[config.mk]
export PLATFORM = sky130hd
export DESIGN_NAME = uart_tx_cfg
export DESIGN_NICKNAME = d
export VERILOG_FILES = /design/src/rtl/uart_tx_cfg.sv
export SDC_FILE = /design/constraint.sdc
export NUM_CORES = 1
export LEC_CHECK = 0
export ABC_CLOCK_PERIOD_IN_PS = 3800
export BUFFER_PORTS_ARGS = -buffer_cell sky130_fd_sc_hd__buf_2
export CAP_MARGIN = 20
export CORE_MARGIN = 8
export CORE_UTILIZATION = 48
export CTS_BUF_LIST = sky130_fd_sc_hd__clkbuf_16
export CTS_CLUSTER_SIZE = 16
export DETAILED_ROUTE_END_ITERATION = 10
export PLACE_DENSITY = 0.8
export SLEW_MARGIN = 15
export SYNTH_ARGS = -nofsm -noshare
export SYNTH_HDL_FRONTEND = slang
export SYNTH_SLANG_ARGS = --single-unit
[constraint.sdc]
create_clock -name sys_clk -period 3.8 [get_ports sys_clk]
set_input_delay 0.38 -clock sys_clk [delete_from_list [all_inputs] [get_ports sys_clk]]
set_output_delay 0.38 -clock sys_clk [all_outputs]
set_load 0.1 [all_outputs]
[src/rtl/uart_tx_cfg.sv]
`default_nettype none
// ============================================================================
// Module      : uart_tx_cfg
// Description : Parametrised UART serializer with configurable data width,
//               parity and stop bits, a one-entry holding register with a
//               valid/ready handshake, RTS gating and back-to-back framing.
//               Timed by an external 1x baud tick.
// Revision    : 1.0 - initial release
// ============================================================================
module uart_tx_cfg #(
    parameter int DATA_BITS = 8,   // 5..9, sent LSB first
    parameter int PARITY    = 0,   // 0 none, 1 odd, 2 even
    parameter int STOP_BITS = 1    // 1 or 2
) (
    input  logic                 sys_clk,
    input  logic                 sys_rst,
    input  logic                 baud_tick,
    input  logic [DATA_BITS-1:0] tx_data,
    input  logic                 tx_valid,
    output logic                 tx_ready,
    input  logic                 rts,
    output logic                 txd,
    output logic                 busy,
    output logic                 frame_done
);

    localparam logic [2:0] c_IDLE   = 3'd0;
    localparam logic [2:0] c_SYNC   = 3'd1;
    localparam logic [2:0] c_START  = 3'd2;
    localparam logic [2:0] c_DATA   = 3'd3;
    localparam logic [2:0] c_PARITY = 3'd4;
    localparam logic [2:0] c_STOP   = 3'd5;

    localparam logic [3:0] c_LAST_BIT  = 4'(DATA_BITS - 1);
    localparam logic       c_LAST_STOP = 1'(STOP_BITS - 1);

    logic [2:0]           state_q,     state_d;
    logic [DATA_BITS-1:0] hold_q,      hold_d;
    logic                 hold_full_q, hold_full_d;
    logic [DATA_BITS-1:0] shift_q,     shift_d;
    logic                 par_q,       par_d;
    logic [3:0]           bit_cnt_q,   bit_cnt_d;
    logic                 stop_cnt_q,  stop_cnt_d;
    logic                 txd_q,       txd_d;
    logic                 frame_done_q, frame_done_d;

    logic w_write;
    logic w_load;

    // Holding register is writable only when empty and never during reset
    assign tx_ready   = ~hold_full_q & ~sys_rst;
    assign w_write    = tx_valid & tx_ready;
    assign busy       = (state_q != c_IDLE) | hold_full_q;
    assign txd        = txd_q;
    assign frame_done = frame_done_q;

    // State register: all sequential state, reset abandons any frame in flight
    always_ff @(posedge sys_clk) begin
        if (sys_rst) begin
            state_q      <= c_IDLE;
            hold_q       <= '0;
            hold_full_q  <= 1'b0;
            shift_q      <= '0;
            par_q        <= 1'b0;
            bit_cnt_q    <= 4'd0;
            stop_cnt_q   <= 1'b0;
            txd_q        <= 1'b1;
            frame_done_q <= 1'b0;
        end else begin
            state_q      <= state_d;
            hold_q       <= hold_d;
            hold_full_q  <= hold_full_d;
            shift_q      <= shift_d;
            par_q        <= par_d;
            bit_cnt_q    <= bit_cnt_d;
            stop_cnt_q   <= stop_cnt_d;
            txd_q        <= txd_d;
            frame_done_q <= frame_done_d;
        end
    end

    // Next-state logic: frame sequencing, holding register and shifter
    always_comb begin
        state_d     = state_q;
        hold_d      = hold_q;
        hold_full_d = hold_full_q;
        shift_d     = shift_q;
        par_d       = par_q;
        bit_cnt_d   = bit_cnt_q;
        stop_cnt_d  = stop_cnt_q;
        w_load      = 1'b0;

        case (state_q)
            c_IDLE: begin
                if (hold_full_q && rts) begin
                    w_load  = 1'b1;
                    state_d = c_SYNC;
                end
            end
            c_SYNC: begin
                if (baud_tick) state_d = c_START;
            end
            c_START: begin
                if (baud_tick) begin
                    state_d   = c_DATA;
                    bit_cnt_d = 4'd0;
                end
            end
            c_DATA: begin
                if (baud_tick) begin
                    shift_d   = shift_q >> 1;
                    bit_cnt_d = bit_cnt_q + 4'd1;
                    if (bit_cnt_q == c_LAST_BIT) begin
                        state_d    = (PARITY != 0) ? c_PARITY : c_STOP;
                        stop_cnt_d = 1'b0;
                    end
                end
            end
            c_PARITY: begin
                if (baud_tick) begin
                    state_d    = c_STOP;
                    stop_cnt_d = 1'b0;
                end
            end
            c_STOP: begin
                if (baud_tick) begin
                    if (stop_cnt_q == c_LAST_STOP) begin
                        // Already bit-aligned, so a queued word skips SYNC
                        if (hold_full_q && rts) begin
                            w_load  = 1'b1;
                            state_d = c_START;
                        end else begin
                            state_d = c_IDLE;
                        end
                    end else begin
                        stop_cnt_d = stop_cnt_q + 1'b1;
                    end
                end
            end
            default: state_d = c_IDLE;
        endcase

        if (w_load) begin
            shift_d     = hold_q;
            par_d       = (PARITY == 1) ? ~(^hold_q) : (^hold_q);
            hold_full_d = 1'b0;
        end
        // A write landing with a load keeps the holding register full
        if (w_write) begin
            hold_d      = tx_data;
            hold_full_d = 1'b1;
        end
    end

    // Output logic: line level follows the state being entered this edge
    always_comb begin
        txd_d = 1'b1;
        case (state_d)
            c_START:  txd_d = 1'b0;
            c_DATA:   txd_d = shift_d[0];
            c_PARITY: txd_d = par_d;
            default:  txd_d = 1'b1;
        endcase
        frame_done_d = (state_q == c_STOP) && baud_tick && (stop_cnt_q == c_LAST_STOP);
    end

endmodule
`default_nettype wire

==> flow_metrics.py <==
metrics = {
    "clocking": {
        "post-cts-setup-buffer-count": 0,
        "cts_sinks": 27,
        "clock_latency_ps": 260,
        "cts_resized": 0,
        "holdBufCountCts": 0,
        "cts-htree-levels": 1,
        "path_clk_slew_ps": 60,
        "cts_buffers": 3,
        "cts_tree": "built",
        "cts_root_buffer": "clkbuf_16",
        "clockBufferDepth": 2,
    },
    "sta": {
        "tightest_slew_ps": 644,
        "timing.final.max_slew_violations": 0,
        "slew-limit-headroom_pct": 57.1,
        "timing.final.crit_share_pct": 49.3,
        "fin_tns_setup_ps": 0,
        "fin_worst_skew_ps": 2.84,
        "hold_viol": 0,
        "fmax_mhz": 534,
        "timing.final.crit_period_ps": 1870,
        "setup_viol": 0,
        "grt_setup_unrepaired": "false",
    },
    "critical_path": {
        "worstSetupPathType": "register to output port",
        "crit_family": "simple AND/OR/NAND/NOR gates",
        "cp_num_cells": 2,
        "r2r_cells": 5,
        "timing.rr.start": "state_q[1]$_SDFF_PP0_",
        "startpoint": "state_q[2]$_SDFF_PP0_",
        "crit_path_start_kind": "register",
        "crit_required_ps": 3420,
        "crit_buf_inv": 1,
        "slowest_stage": "or4_1",
        "critPathMaxStageDelay_ps": 520,
        "endpoint_kind": "output port",
        "worstPathCellList": "or4_1 -> buf_2",
        "crit_fanout": 12,
        "timing.rr.end": "txd$_SDFF_PP1_",
        "arrival_ps": 1490,
        "ff2ff_setup_slack_ps": 2050,
    },
    "yosys": {
        "ys.flop_type": "dfxtp_1",
        "synth_top_cell_by_area": "dfxtp_1",
        "synth_area_sq_um": 1270,
        "ys_seq_elements": 27,
        "synth_most_common_cell": "nand2_1",
        "syn_area_per_cell_sq_um": 8.26,
        "synth_warnings": 0,
        "synth-edff-count": 0,
        "netlist_top_cells_count": "nand2_1, dfxtp_1, nor2_1",
        "synth_top_area_share_pct": 42.5,
        "synthDistinctLibCells": 36,
        "synthArstFlopShare_pct": 0,
        "yosys-top-cells-area": "dfxtp_1, nand2_1, a311oi_2",
        "yosysSeqAreaShare_pct": 42.5,
        "netlist_instances": 154,
        "syn-num-nets": 168,
    },
    "pwr": {
        "power.switching_uw": 165,
        "clkPwrFrac_pct": 37.4,
        "ir_worst_vdd_v": 0.000390,
        "p_per_area_nw_per_um2": 455,
        "combPwrFrac_pct": 13.9,
        "cellLeakagePower_uw": 0.000556,
        "power.internal_uw": 470,
        "seq_power_share_pct": 48.7,
        "sw_frac_of_total_pct": 26.0,
    },
    "place": {
        "gp_congestion": 0.787,
        "portBuffers": 16,
        "dp_hpwl_um": 1750,
    },
    "min_path": {
        "hold_depth": 3,
        "hold_end": "hold_q[4]$_SDFFE_PP0P_",
        "hp-class": "input port to register",
        "hp-start": "tx_data[4]",
    },
    "routing": {
        "avgViaCountPerCell": 5.47,
        "ant_nets": 0,
        "drtIter0Drc": 121,
        "drc": 0,
        "wl_per_cell_um": 13.0,
        "drt_wl_total_um": 2500,
        "vias": 1051,
        "first_pass_iters": 4,
    },
    "floorplanning": {
        "die_width_um": 67.5,
        "std_cell_rows": 18,
        "die-area_sq_um": 4550,
        "start_util_pct": 50.9,
        "coreArea_sq_um": 2500,
        "die_y_um": 67.5,
        "io_pins": 17,
    },
    "final_layout": {
        "synthToLayoutAreaGrowth_pct": 9.83,
        "regArea_sq_um": 541,
        "drive_gt1_share_pct": 17.9,
        "multi_input_area_sq_um": 652,
        "post-route-util_pct": 55.9,
        "fin_nets": 177,
        "n_antenna_cell": 0,
        "fill_cells": 241,
    },
    "global_route": {
        "grt_pass1_wl_um": 4150,
        "grt_max_degree": 28,
        "antenna_found_initial": 0,
        "overflow": 0,
        "grt_usage_pct": 11.7,
        "grt_pass1_vias": 978,
    },
    "job": {
        "drv_cap": 0,
    },
    "run_status": {
        "outcome": "completed",
    },
}
-- through the flow --
step | worst slack, ps | power [uW] | area, sq um | std cells | hold WS (ps)
floorplan | 1360 | 390 | 1270 | 154 | 432
global placement | 2150 | 401 | 1320 | 188 | 455
detailed placement | 2080 | 404 | 1320 | 188 | 468
CTS | 1930 | 641 | 1400 | 192 | 350
global route | 1810 | 662 | 1400 | 192 | 343
finish | 1930 | 636 | 1400 | 192 | 352
-- sequential cells by signal (all words and copies together), names as in the netlist --
signal	flops
hold_q	8
shift_q	8
bit_cnt_q	4
state_q	3
frame_done	1
hold_full_q	1
par_q	1
txd	1
-- tightest hold or removal path: stages --
cell,delay [ps]
buf_2,100
nand2_1,40
a21oi_1,50
-- cell families (layout without fill, tap and decap cells) --
kind of cell | after synthesis | in the layout | share of synthesized area (%)
AOI/OAI and AO/OA | 33 | 33 | 19.6
xor gates and xnor gates | 7 | 7 | 4.82
adders and majority gates | 1 | 1 | 0.983
buffers and inverters | 14 | 22 | 6.29
DFF | 27 | 27 | 42.5
muxes | 1 | 1 | 0.787
and+or+nand+nor | 71 | 71 | 25.1
-- cell type report --
type,instances,share of cell area [%]
clock buffers,3,5.37
inverters,2,0.537
repair buffers,16,5.73
multi-input cells,113,46.6
well taps,30,2.69
clock inverters,1,0.358
flip-flops and latches,27,38.7
-- how the worst max path moves through the flow --
| stage | endpoint | slack, ps |
|---|---|---|
| after global routing | shift_q[4]$_SDFFE_PP0P_ | 1810 |
| after floorplan | tx_ready | 1360 |
| after CTS | busy | 1930 |
| after global placement | txd$_SDFF_PP1_ | 2150 |
| final | busy | 1930 |
| after detailed placement | txd$_SDFF_PP1_ | 2080 |
-- power by group through the flow --
stage | clock network [uW] | registers, uW | logic [uW]
after detailed placement | 0 | 316 | 88.6
final | 238 | 310 | 88.3
after global routing | 255 | 311 | 96.0
after CTS | 243 | 309 | 89.2
after global placement | 0 | 315 | 86.2
after floorplan | 0 | 314 | 76.9
-- layout by cell type (no fill, tap or decap), types with 3 or more instances in the layout --
cell,n
a21oi_1,16
a311oi_2,6
buf_2,16
clkbuf_16,3
dfxtp_1,27
nand2_1,35
nand3_1,4
nor2_1,17
nor2b_1,3
o21ai_0,4
xnor2_1,6
-- per-layer routing --
metal  share of wire [%]  global-route usage, %  vias to the layer above
li1                    -                      -                      536
met1                  46                   12.6                      478
met2                  46                   19.5                       35
met3                 7.8                   5.46                        2
met4                0.72                   4.18                        0
met5                   0                      0                        -
Power figures use the tool's default switching activity.
